<file path="src/rtl/gate_bist_controller.sv">
// LFSR pattern generator + MISR response compactor driving one combinational gate model.
// Optional registered golden-signature compare is enabled by defining GATE_BIST_GOLDEN_CMP_EN.
//
// state | meaning
// IDLE  | waiting for start, outputs cleared
// RUN   | one pattern issued per cycle, LFSR stepping
// FLUSH | draining the capture-delay valid pipe
// DONE  | signature and pattern frozen, done high
module gate_bist_controller #(
  parameter int                IN_W       = 19,
  parameter int                OUT_W      = 10,
  parameter int                PAT_CNT    = 1024,
  parameter logic [IN_W-1:0]   LFSR_SEED  = 19'h00001,
  parameter logic [IN_W-1:0]   LFSR_TAPS  = 19'h40013,
  parameter logic [OUT_W-1:0]  MISR_TAPS  = 10'h204,
  parameter int                CAP_DLY    = 0
`ifdef GATE_BIST_GOLDEN_CMP_EN
  ,
  parameter logic [OUT_W-1:0]  GOLDEN_SIG = 10'h000
`endif
) (
  input  logic             i_clk,
  input  logic             i_rst,
  input  logic             i_start,
  output logic [IN_W-1:0]  o_pat_out,
  input  logic [OUT_W-1:0] i_resp_in,
  output logic             o_busy,
  output logic             o_done,
  output logic [OUT_W-1:0] o_signature
`ifdef GATE_BIST_GOLDEN_CMP_EN
  ,
  output logic             o_pass
`endif
);

  localparam int CNT_W = (PAT_CNT > 1) ? $clog2(PAT_CNT) : 1;
  localparam int PW    = (CAP_DLY > 0) ? CAP_DLY : 1;
  localparam logic [CNT_W-1:0] CNT_LAST = CNT_W'(PAT_CNT - 1);

  localparam logic [1:0] S_IDLE  = 2'd0;
  localparam logic [1:0] S_RUN   = 2'd1;
  localparam logic [1:0] S_FLUSH = 2'd2;
  localparam logic [1:0] S_DONE  = 2'd3;

  logic [1:0]       r_state;
  logic [IN_W-1:0]  r_pat;
  logic [OUT_W-1:0] r_sig;
  logic [CNT_W-1:0] r_cnt;
  logic [PW-1:0]    r_vpipe;

  logic [1:0]       w_state_nxt;
  logic [IN_W-1:0]  w_pat_step;
  logic [OUT_W-1:0] w_sig_upd;
  logic [OUT_W-1:0] w_sig_nxt;
  logic [PW-1:0]    w_vpipe_nxt;
  logic             w_issue;
  logic             w_last;
  logic             w_tail;
  logic             w_start_run;

  always_comb begin
    w_issue     = (r_state == S_RUN);
    w_last      = w_issue && (r_cnt == CNT_LAST);
    w_start_run = i_start && ((r_state == S_IDLE) || (r_state == S_DONE));
    w_pat_step  = {r_pat[IN_W-2:0], ^(r_pat & LFSR_TAPS)};
    w_sig_upd   = {r_sig[OUT_W-2:0], ^(r_sig & MISR_TAPS)} ^ i_resp_in;

    // With no capture delay the response belongs to the pattern issued this cycle.
    if (CAP_DLY == 0) begin
      w_vpipe_nxt = '0;
      w_tail      = w_issue;
    end else begin
      w_vpipe_nxt = (r_vpipe << 1) | PW'(w_issue);
      w_tail      = r_vpipe[PW-1];
    end

    if (w_start_run)  w_sig_nxt = '0;
    else if (w_tail)  w_sig_nxt = w_sig_upd;
    else              w_sig_nxt = r_sig;

    w_state_nxt = r_state;
    case (r_state)
      S_IDLE:  if (w_start_run) w_state_nxt = S_RUN;
      S_RUN:   if (w_last) w_state_nxt = (CAP_DLY == 0) ? S_DONE : S_FLUSH;
      S_FLUSH: if (w_vpipe_nxt == '0) w_state_nxt = S_DONE;
      S_DONE:  if (w_start_run) w_state_nxt = S_RUN;
      default: w_state_nxt = S_IDLE;
    endcase
  end

  always_ff @(posedge i_clk) begin
    if (i_rst) begin
      r_state <= S_IDLE;
      r_pat   <= '0;
      r_sig   <= '0;
      r_cnt   <= '0;
      r_vpipe <= '0;
    end else begin
      r_state <= w_state_nxt;
      r_vpipe <= w_vpipe_nxt;
      r_sig   <= w_sig_nxt;
      if (w_start_run) begin
        r_pat <= LFSR_SEED;
        r_cnt <= '0;
      end else if (w_issue && !w_last) begin
        r_pat <= w_pat_step;
        r_cnt <= r_cnt + 1'b1;
      end
    end
  end

`ifdef GATE_BIST_GOLDEN_CMP_EN
  logic r_pass;

  always_ff @(posedge i_clk) begin
    if (i_rst) r_pass <= 1'b0;
    else       r_pass <= (w_state_nxt == S_DONE) && (w_sig_nxt == GOLDEN_SIG);
  end

  assign o_pass = r_pass;
`endif

  assign o_pat_out   = r_pat;
  assign o_signature = r_sig;
  assign o_busy      = (r_state == S_RUN) || (r_state == S_FLUSH);
  assign o_done      = (r_state == S_DONE);

endmodule
</file>
<file path="config.mk">
export PLATFORM = sky130hd
export DESIGN_NAME = gate_bist_controller
export DESIGN_NICKNAME = d
export VERILOG_FILES = /design/src/rtl/gate_bist_controller.sv
export SDC_FILE = /design/constraint.sdc
export NUM_CORES = 1
export LEC_CHECK = 0
export CAP_MARGIN = 20
export CORE_MARGIN = 5
export CORE_UTILIZATION = 43
export DETAILED_ROUTE_END_ITERATION = 8
export PLACE_DENSITY = 0.82
export REMOVE_ABC_BUFFERS = 1
export SYNTH_ARGS = -nofsm -noshare
export SYNTH_HDL_FRONTEND = slang
export SYNTH_SLANG_ARGS = --single-unit
</file>
<file path="constraint.sdc">
create_clock -name i_clk -period 1.7 [get_ports i_clk]
set_input_delay 0.51 -clock i_clk [delete_from_list [all_inputs] [get_ports i_clk]]
set_output_delay 0.51 -clock i_clk [all_outputs]
set_load 0.03 [all_outputs]
</file>
# Word level (Yosys, flattened, before mapping)
# Cells that the tools add are included.
[totals]
register_bits = 41
out_inout_bits = 31
elab_cells = 31
inputBits = 13
[op_classes]
addsub = 1
muxes = 5
n_eq_ne = 6
bitwise_logic = 1
n_reduce_logical = 13
[ops]
columns = ["cell", "n"]
rows = [
  ["$reduce_xor A19 Y1", 1],
  ["$add A10 B1 Y10 const B", 1],
  ["$eq A10 B10 Y1 const B", 1],
  ["$reduce_xor A10 Y1", 1],
  ["$xor A10 B10 Y10", 1],
  ["$pmux W2 S3", 1],
  ["$eq A2 B2 Y1 const B", 2],
  ["$mux W2", 2],
  ["$ne A2 B1 Y1 const B", 2],
  ["$reduce_or A2 Y1", 2],
  ["$logic_and A1 B1 Y1", 3],
  ["$eq A2 B1 Y1 const B", 1],
  ["$logic_not A2 Y1", 1],
  ["$logic_or A1 B1 Y1", 2],
  ["$mux W1", 2],
  ["$reduce_and A2 Y1", 1],
  ["$reduce_bool A2 Y1", 1],
  ["$logic_not A1 Y1", 1],
]

# Depth between registers and ports, before layout
# Gate-level depths: netlist of run 1.
[logic_depth]
ltp_word = 6
mapped_depth = 7
ltp_nobuf = 6

# Worst setup path after synthesis of run 1
# OpenSTA, ideal clock, no wires.
[synth_timing]
path_kind = "register -> register"
from = "register r_cnt[0]"
to = "register r_pat[4] (netlist: o_pat_out[4])"
required_time_ps = 1572
stages_incl_launch_ff = 7
path_buffers = 1
synth_period_minus_slack_ps = 1612
setup_slack_ps = 88
setup_ps = 128
t_arrival_ps = 1484
path_cell_list = "dfxtp_1 ha_1 nand2_1 o31ai_4 buf_6 mux2i_1 nor2_1"
[synth_via]
elab_chain_cells = 4
[synth_lines]
columns = ["element", "line", "rtl"]
rows = [
  ["start, declared", "48", "logic [CNT_W-1:0] r_cnt;"],
  ["start signal, assigned", "107", "r_cnt <= r_cnt + 1'b1;"],
  ["$eq A10 B10 Y1", "63", "w_last = w_issue && (r_cnt == CNT_LAST);"],
  ["$logic_and A1 B1 Y1", "63", ""],
  ["$logic_not A1 Y1", "105", "end else if (w_issue && !w_last) begin"],
  ["$logic_and A1 B1 Y1", "105", ""],
  ["end signal, assigned", "106", "r_pat <= w_pat_step;"],
  ["end, declared", "46", "logic [IN_W-1:0] r_pat;"],
]
# No other way between the ends.
# A chain may end at the register's enable or synchronous reset.

# Worst setup path after layout of run 1
[layout_timing]
from = "register r_state[1]"
to = "output o_busy"
[layout_via]
elab_chain_cells = 2
word_cells_on_any_way = 3
cone_classes = "2 x eq/ne; 1 x reduce/logical"
[layout_lines]
columns = ["element", "line", "rtl"]
rows = [
  ["start, declared", "45", "logic [1:0] r_state;"],
  ["start signal, assigned", "99", "r_state <= w_state_nxt;"],
  ["$eq A2 B1 Y1 or $eq A2 B2 Y1 (tied branches)", "125", "assign o_busy = (r_state == S_RUN) || (r_state == S_FLUSH);"],
  ["$logic_or A1 B1 Y1 (*)", "125", ""],
  ["end, declared", "27", "output logic o_busy,"],
]
# Every way passes the cells marked *; elsewhere a longest branch is shown, timed or not.

==> impl_metrics.csv, run 1 <==
group,metric,value,unit
placed_design,place_congestion,0.7898,
global_route,grt_overflow_total,0,
timing,fin_crit_sh,97.49,%
die,initial_utilization,44.17,%
timing,finalMaxSlewViolations,0,
logic_synthesis,synth_top_area_share,46.46,%
critical_path,reg2reg_depth,6,
final_layout,finalCoreUtilization,61.56,%
critical_path,cp.arrival,1.15,ns
critical_path,worstPathRequired,1.19,ns
logic_synthesis,synth_area,1767,µm²
die,rows,23,
critical_path,cp_max_fo,3,
timing,maxSlewHeadroom,71.52,%
clock_tree,path_clk_slew,0.07,ns
logic_synthesis,muxShareOfSynthArea,11.90,%
timing,finalSetupViolCount,0,
drt,num_vias,1467,
worst_hold_path,min_path_cells,2,
die,dieArea,5491,µm²
pwr,power,3215,µW
clock_tree,numClockSinks,41,
die,die_h,74.10,µm
timing,final-hold-violation-count,0,
logic_synthesis,synth_compound_area_share,10.84,%
drt,avgViaCountPerCell,5.165,
job,max_cap_viol_count,0,
final_layout,n_antenna_cell,0,
drt,drt_iter0_drc,44,
clock_tree,ctsRootBufferMaster,"clkbuf_8",
timing,clock.fmax,603.4,MHz
global_route,antenna_found_initial,0,
drt,routedWlPerCell,13.99,µm
worst_hold_path,worstHoldPathType,"flop to flop",
logic_synthesis,synth_top_area_cell,"dfxtp_1",
critical_path,ff2ff_setup_slack,0.07,ns
clock_tree,clk_latency,0.29,ns
final_layout,area.growth.synth_to_final,39.38,%
timing,hold_ws,0.4828,ns
pwr,vdd_ir_drop_max,0.6064,mV
drt,first_pass_iters,4,
critical_path,path_class,"flop to primary output",
logic_synthesis,ys_top_cells_by_area,"dfxtp_1 (46%), mux2i_1 (12%), nor2_1 (8.3%)",
timing,tightest_slew,0.4218,ns
die,coreArea,4000,µm²
placed_design,dp_hpwl,2.681,mm
logic_synthesis,ys_types,31,
logic_synthesis,synth_xor_area_share,9.773,%
final_layout,layout.nets,249,
final_layout,drive_gt1_share,15.38,%
pwr,power_density,1306,nW/µm²
global_route,grt_max_degree,20,
timing,skew,0.002719,ns
die,io_pins,44,
die,die_w,74.10,µm
logic_synthesis,synth-seq-cells,41,
drt,drc,0,
global_route,grt_use_total,15.39,%
global_route,first_global_vias,1438,
logic_synthesis,yosys.area_share.simple,14.87,%
logic_synthesis,synth_top_family_by_area,"simple AND/OR/NAND/NOR gates",
critical_path,cp-start-kind,"flop",
logic_synthesis,syn_inst,180,
clock_tree,htreeDepth,2,
logic_synthesis,synth-adder-area-share,2.125,%
clock_tree,numCtsBuffers,5,
timing,min_period,1.657,ns
global_route,grt_pass1_wl,6.513,mm
placed_design,portBuffers,43,
clock_tree,cts_buffer_depth,2,
status,status,"completed",
logic_synthesis,ys_warn_count,0,
pwr,power_leakage,0.001131,µW
critical_path,cp-end-kind,"primary output",
logic_synthesis,yosysSeqAreaShare,46.46,%
logic_synthesis,avgSynthCellArea,9.815,µm²
clock_tree,cts_tree,"yes",
drt,ant_nets,0,
drt,wl,3.974,mm
stage by stage:
| step | instances | area [µm²] | TNS (ns) | worst slack (ns) |
|---|---|---|---|---|
| global route | 284 | 2462 | -0.01473 | -0.01473 |
| floorplan | 170 | 1714 | -8.134 | -0.4156 |
| detailed placement | 274 | 2287 | -0.9616 | -0.03867 |
| CTS | 283 | 2401 | 0 | 0.001162 |
| global placement | 274 | 2287 | -0.003386 | -0.003316 |
| finish | 284 | 2462 | 0 | 0.04274 |
Yosys cell counts (all sizes together):
cell,instances
o21bai,2
xnor2,11
and4,1
nand3,2
a32o,1
xor2,6
a31oi,2
mux2i,21
a21oi,2
buf,5
dfxtp,41
nor4,1
nand2b,1
inv,5
nor3,3
ha,3
nand2,7
nor2,39
o311ai,4
o21ai,1
clkbuf,5
and3,2
o31ai,2
a211oi,10
xor3,1
nand4,2
sequential cells by signal, indices dropped and copies added (netlist names):
name and count:
r_cnt 10, r_state 2, o_pat_out 19, o_signature 10
critical path, cell delays in order (launching register included):
cell,delay [ns]
dfxtp_2,0.35
inv_1,0.07
ha_4,0.27
inv_2,0.04
buf_6,0.13
where the power goes:
group / internal [µW] / switching [µW] / total (µW)
Clock: 479 / 319 / 798
Sequential: 1070 / 103 / 1180
Combinational: 565 / 676 / 1240
cells by family after synthesis:
logic type / count (synthesis)
adders and majority gates: 3
AOI/OAI and AO/OA: 24
DFF: 41
xor gates and xnor gates: 18
and+or+nand+nor: 58
buffers and inverters: 15
muxes: 21
timing repair:
item / in CTS / in global routing
endpoints found under the hold margin: 0 / 0
gates resized for setup: 38 / 16
pin swaps: 1 / 2
buffers inserted: 1 / 1
cloned: 0 / 1
setup endpoints to repair: 36 / 20
hold buffers: 0 / 0
layout by cell type (no fill, tap or decap), types with 2 or more instances in the layout:
cell type,count
nor2_1,39
o311ai_1,3
dlygate4sd2_1,29
o21bai_1,2
buf_6,2
inv_1,4
buf_4,10
nor3_1,3
a21oi_1,2
and3_1,2
a211oi_1,10
dfxtp_1,34
clkbuf_8,6
a31oi_1,2
ha_4,2
dfxtp_2,6
nand2_1,6
mux2i_1,21
xor2_1,6
xnor2_1,11
clkdlybuf4s50_1,12
per-layer routing:
metal  up-vias  GRT usage [%]  share of wire (%)
met3         6          4.324                5.4
met4         0          6.439                1.2
met2        37          25.30                 52
li1        727              -                  -
met5         -              0                  0
met1       697          18.93                 41
final timing paths:
kind,startpoint,endpoint
worst max-delay path,r_state[1]$_SDFFE_PP0P_,o_busy
worst min-delay path,r_state[0]$_SDFFE_PP0P_,r_state[0]$_SDFFE_PP0P_
worst max register to register,r_cnt[0]$_SDFFE_PP0P_,r_state[1]$_SDFFE_PP0P_
worst min register to register,r_state[0]$_SDFFE_PP0P_,r_state[0]$_SDFFE_PP0P_
cell type report:
class | instances | area (µm²)
fill | 314 | 1538
multi-input combinational | 124 | 910.9
sequential | 41 | 832.0
timing repair buffer | 56 | 521.8
clock buffer | 7 | 86.33
tap | 50 | 62.56
clock inverter | 1 | 30.03
inverter | 5 | 18.77
(Power assumes the default switching activity.)
==> inputs of run 2 (changes only) <==
--- a/config.mk
+++ b/config.mk
@@ -9,8 +9,10 @@
 export CORE_MARGIN = 5
 export CORE_UTILIZATION = 43
 export DETAILED_ROUTE_END_ITERATION = 8
+export GPL_ROUTABILITY_DRIVEN = 0
 export PLACE_DENSITY = 0.82
 export REMOVE_ABC_BUFFERS = 1
+export SETUP_SLACK_MARGIN = 0.5
 export SYNTH_ARGS = -nofsm -noshare
 export SYNTH_HDL_FRONTEND = slang
 export SYNTH_SLANG_ARGS = --single-unit
==> run 2 against run 1 <==
  * The run now ends with setup timing left
  * Global-route usage up 9.6 points
  * Critical path depth up 3
  * Final area increased by 52%
  * Sequential power about the same
  * Critical endpoint is now r_cnt[1]$_SDFFE_PP0P_
  * Largest power group unchanged
==> impl_metrics.csv, run 2 (synthesized netlist as in run 1, its figures left out) <==
group,metric,value,unit
status,status,"finished with violations",
status,failed_checks,"setup timing",
die,coreArea,4000,µm²
critical_path,path_class,"flop to flop",
drt,drc,0,
pwr,pwr-share-seq,25.7,%
global_route,grt_overflow_total,0,
drt,avgViaCountPerCell,6.065,
clock_tree,numClockSinks,41,
drt,wl,9.179,mm
drt,drt_iter0_drc,170,
pwr,vdd_ir_drop_max,1.241,mV
pwr,power_leakage,0.001460,µW
critical_path,cp_max_fo,6,
final_layout,drive_gt1_share,74.74,%
pwr,power_frac_clock,18.3,%
final_layout,layout.nets,304,
critical_path,cp.arrival,1.95,ns
die,die_h,74.10,µm
timing,tns,-0.1734,ns
drt,num_vias,2056,
drt,routedWlPerCell,27.08,µm
final_layout,nFillCells,97,
global_route,grt_use_total,24.99,%
final_layout,layout_common_cells,"buf_6 (47), buf_4 (41), dfxtp_2 (26)",
timing,maxSlewHeadroom,68.47,%
pwr,power_density,1248,nW/µm²
placed_design,dp.cells,274,
critical_path,cp_slowest_stage_delay,0.39,ns
global_route,antenna_found_initial,0,
die,die_w,74.10,µm
final_layout,stdcell_count,339,
drt,top_layer_used,"met4",
timing,hold_ws,0.5326,ns
pwr,power,4670,µW
pwr,p_sw_share,39.40,%
placed_design,dp_slack,-0.03867,ns
timing,min_period,1.782,ns
final_layout,largest_register_ffs,19,
final_layout,mostFrequentLayoutCell,"buf_6",
drt,wl_met3,800,µm
placed_design,portBuffers,43,
timing,layout_setup_ws,-0.08171,ns
clock_tree,cts_tree,"yes",
timing,tightest_slew,0.4687,ns
global_route,grt_max_degree,20,
drt,met2WireLength,4.472,mm
drt,wl_met1,3.414,mm
clock_tree,numCtsBuffers,5,
drt,ant_nets,0,
placed_design,dp_hpwl,2.681,mm
clock_tree,ctsRootBufferMaster,"clkbuf_8",
clock_tree,path_clk_slew,0.09,ns
timing,finalSetupViolCount,7,
worst_hold_path,worstHoldPathType,"flop to flop",
pwr,comb_power_share,56.0,%
clock_tree,cts_buffer_depth,2,
timing,skew,0.01594,ns
critical_path,cp-start-kind,"flop",
pwr,p_switching,1840,µW
job,max_cap_viol_count,0,
timing,fin_crit_sh,104.8,%
die,initial_utilization,44.17,%
final_layout,n_antenna_cell,0,
clock_tree,clk_latency,0.30,ns
die,dieArea,5491,µm²
critical_path,critPathSlowestCell,"dfxtp_4",
timing,final-hold-violation-count,0,
die,rows,23,
timing,rsz0062_at_grt,"true",
timing,finalMaxSlewViolations,0,
clock_tree,htreeDepth,2,
global_route,grt_pass1_wl,10.17,mm
critical_path,worstPathRequired,1.87,ns
global_route,first_global_vias,1932,
critical_path,cp-end-kind,"flop",
die,io_pins,44,
pwr,power.internal,2830,µW
timing,clock.fmax,561.3,MHz
final_layout,area.growth.synth_to_final,111.9,%
drt,first_pass_iters,5,
critical_path,path_cells,"ha_4 > nand2_4 > o31ai_4 > buf_4 > buf_12 > mux2i_4 > nor2_1",
-- run 2: cell types whose count changed in the layout (fill, tap and decap cells not counted), sizes merged --
| cell | delta |
|---|---|
| nand2 | +1 |
| dlygate4sd2 | -29 |
| buf | +83 |
-- run 2: final cells by class --
type	instances	area (µm²)	share of cell area [%]
repair buffers	110	1192	31.85
multi-input cells	125	1448	38.67
inverters	5	18.77	0.5013
clock buffers	7	86.33	2.306
flip-flops and latches	41	905.9	24.20
clock inverters	1	30.03	0.8021
well taps	50	62.56	1.671
-- run 2: worst paths after layout --
kind / end / slack [ns] / cells past startpoint / startpoint
setup reg to reg: r_cnt[1]$_SDFFE_PP0P_ / -0.08 / 7 / r_cnt[0]$_SDFFE_PP0P_
setup / recovery: r_cnt[1]$_SDFFE_PP0P_ / -0.08 / 7 / r_cnt[0]$_SDFFE_PP0P_
hold / removal: r_cnt[6]$_SDFFE_PP0P_ / 0.53 / 1 / r_cnt[6]$_SDFFE_PP0P_
hold reg to reg: r_cnt[6]$_SDFFE_PP0P_ / 0.53 / 1 / r_cnt[6]$_SDFFE_PP0P_
-- run 2: power by group through the flow --
stage	combinational (µW)	clock, µW	sequential (µW)
finish	2620	855	1200
detailed placement	1130	0	1180
CTS	1990	823	1170
global route	2690	892	1210
floorplan	589	0	1310
global placement	1100	0	1180
-- run 2: critical path: cells and delay by family, from the launching register on --
family / cells / cell delay, ns
fa+ha+maj: 1 / 0.16
simple gates: 2 / 0.18
buf+inv: 2 / 0.33
compound gates: 1 / 0.32
mux: 1 / 0.26
flops: 1 / 0.39
-- run 2: per-stage QoR --
stage,utilization (%),cell area [µm²]
after global placement,57.18,2287
after CTS,81.30,3252
final,93.59,3744
after detailed placement,57.18,2287
after global routing,93.59,3744
after floorplan,-,1714
-- run 2: layer usage --
metal	track usage, %	vias up
met5	0	-
li1	-	831
met1	27.48	1012
met4	11.27	0
met3	5.270	50
met2	45.77	163
-- run 2: repair_timing --
action | 4_1_cts | 5_1_grt
resized for setup | 317 | 92
setup buffers | 40 | 11
hold buffers | 0 | 0
pin swaps | 21 | 17
endpoints found under the setup margin | 72 | 72
cloned | 5 | 1
==> inputs of run 3 (changes only) <==
--- a/config.mk
+++ b/config.mk
@@ -5,6 +5,7 @@
 export SDC_FILE = /design/constraint.sdc
 export NUM_CORES = 1
 export LEC_CHECK = 0
+export ABC_CLOCK_PERIOD_IN_PS = 1700
 export CAP_MARGIN = 20
 export CORE_MARGIN = 5
 export CORE_UTILIZATION = 43
@@ -13,6 +14,7 @@
 export PLACE_DENSITY = 0.82
 export REMOVE_ABC_BUFFERS = 1
 export SETUP_SLACK_MARGIN = 0.5
+export SKIP_CTS_REPAIR_TIMING = 1
 export SYNTH_ARGS = -nofsm -noshare
 export SYNTH_HDL_FRONTEND = slang
 export SYNTH_SLANG_ARGS = --single-unit
==> run 3 against run 2 <==
  * The run still ends with setup timing left
  * Power fell by 17%
  * Critical path type unchanged
  * Register-to-register slack barely moved
  * Via count fell by 16%
  * Cell count fell by 6.5%
==> impl_metrics.csv, run 3 (synthesized netlist as in run 1, its figures left out) <==
group,metric,value,unit
drt,drt_iter0_drc,101,
die,coreArea,4000,µm²
placed_design,dp_hpwl,2.681,mm
critical_path,worstPathRequired,1.89,ns
final_layout,largest_register_ffs,19,
final_layout,layout_common_cells,"buf_6 (40), nor2_1 (37), dfxtp_2 (34)",
clock_tree,cts_tree,"yes",
drt,ant_nets,0,
drt,routedWlPerCell,19.93,µm
critical_path,cp-end-kind,"flop",
final_layout,area.growth.synth_to_final,82.01,%
placed_design,dp_slack,-0.03867,ns
die,io_pins,44,
die,dieArea,5491,µm²
die,die_w,74.10,µm
job,max_cap_viol_count,0,
critical_path,path_class,"flop to flop",
clock_tree,cts_buffer_depth,2,
pwr,p_switching,1415,µW
die,initial_utilization,44.17,%
timing,clock.fmax,564.1,MHz
pwr,p_sw_share,36.50,%
pwr,vdd_ir_drop_max,0.6743,mV
drt,drc,0,
timing,maxSlewHeadroom,73.44,%
global_route,grt_use_total,14.97,%
critical_path,cp.arrival,1.96,ns
clock_tree,htreeDepth,2,
clock_tree,numCtsBuffers,5,
pwr,power_leakage,0.001409,µW
final_layout,fin_area,3216,µm²
placed_design,placed_area,2287,µm²
global_route,antenna_found_initial,0,
timing,finalMaxSlewViolations,0,
timing,layout_setup_ws,-0.07283,ns
pwr,pwr-share-seq,31.2,%
clock_tree,path_clk_slew,0.08,ns
pwr,power_frac_clock,21.4,%
clock_tree,numClockSinks,41,
global_route,first_global_vias,1396,
clock_tree,ctsRootBufferMaster,"clkbuf_8",
status,status,"finished with violations",
timing,rsz0062_at_grt,"true",
drt,num_vias,1722,
final_layout,drive_gt1_share,61.05,%
drt,wl,6.319,mm
timing,final-hold-violation-count,0,
global_route,grt_overflow_total,0,
final_layout,n_antenna_cell,0,
timing,tightest_slew,0.3984,ns
critical_path,cp_max_fo,7,
final_layout,layout.nets,282,
drt,avgViaCountPerCell,5.432,
pwr,comb_power_share,47.3,%
timing,finalSetupViolCount,15,
worst_hold_path,worstHoldPathType,"flop to flop",
critical_path,cp-start-kind,"flop",
pwr,power_density,1205,nW/µm²
global_route,grt_max_degree,20,
status,failed_checks,"setup timing",
timing,skew,0.004168,ns
final_layout,mostFrequentLayoutCell,"buf_6",
timing,min_period,1.773,ns
die,die_h,74.10,µm
placed_design,portBuffers,43,
die,rows,23,
pwr,power.internal,2461,µW
global_route,grt_pass1_wl,6.279,mm
timing,fin_crit_sh,104.3,%
drt,first_pass_iters,4,
clock_tree,clk_latency,0.30,ns
## run 3: cell types whose count changed in the layout (fill, tap and decap cells not counted), sizes merged
| cell | previous run | this run |
|---|---|---|
| buf | 97 | 74 |
| nand2 | 8 | 7 |
| clkbuf | 8 | 10 |
| dlymetal6s2s | 0 | 2 |
| clkdlybuf4s50 | 12 | 10 |
## run 3: cell type report
| class | count | area [µm²] |
|---|---|---|
| well taps | 50 | 62.56 |
| multi-input cells | 124 | 1170 |
| clock buffers | 7 | 86.33 |
| inverters | 5 | 18.77 |
| fillers | 213 | 784.5 |
| repair buffers | 89 | 958.4 |
| clock inverters | 1 | 30.03 |
| flip-flops and latches | 41 | 889.6 |
## run 3: per-stage QoR
stage               utilization (%)  hold slack (ns)  cells    TNS, ns  power, µW
floorplan                         -           0.4413    170     -8.134       1903
global placement              57.18           0.4957    274  -0.003386       2277
detailed placement            57.18           0.5061    274    -0.9616       2308
CTS                           60.09           0.5167    282     -5.367       3126
global route                  80.39           0.5413    317     -1.477       4023
finish                        80.39           0.5301    317    -0.3627       3876
## run 3: layer usage
metal | vias to the layer above | global-route usage [%] | part of all wire, %
li1 | 794 | - | -
met1 | 856 | 17.51 | 41
met2 | 57 | 25.20 | 52
met3 | 15 | 4.189 | 4.9
met4 | 0 | 7.243 | 2.1
met5 | - | 0 | 0
## run 3: power by group through the flow
stage | Clock, µW | Combinational, µW | Sequential [µW]
floorplan | 0 | 589 | 1310
global placement | 0 | 1100 | 1180
detailed placement | 0 | 1130 | 1180
CTS | 824 | 1140 | 1160
global route | 886 | 1920 | 1220
finish | 831 | 1830 | 1210
## run 3: critical path, cell delays in order (launching register included)
cell,delay (ns)
dfxtp_2,0.40
nand4_4,0.22
o31ai_4,0.49
buf_6,0.21
mux2i_1,0.27
nor2_1,0.07
## run 3: path summary, 6_finish.rpt
kind                                                   from                           to  slack [ns]  depth (start not counted)
worst max-delay path                  r_cnt[3]$_SDFFE_PP0P_    o_pat_out[1]$_SDFFE_PP0P_       -0.07                          5
worst min-delay path            o_signature[0]$_SDFFE_PP0N_  o_signature[0]$_SDFFE_PP0N_        0.53                          2
worst max register to register        r_cnt[3]$_SDFFE_PP0P_    o_pat_out[1]$_SDFFE_PP0P_       -0.07                          5
worst min register to register  o_signature[0]$_SDFFE_PP0N_  o_signature[0]$_SDFFE_PP0N_        0.53                          2
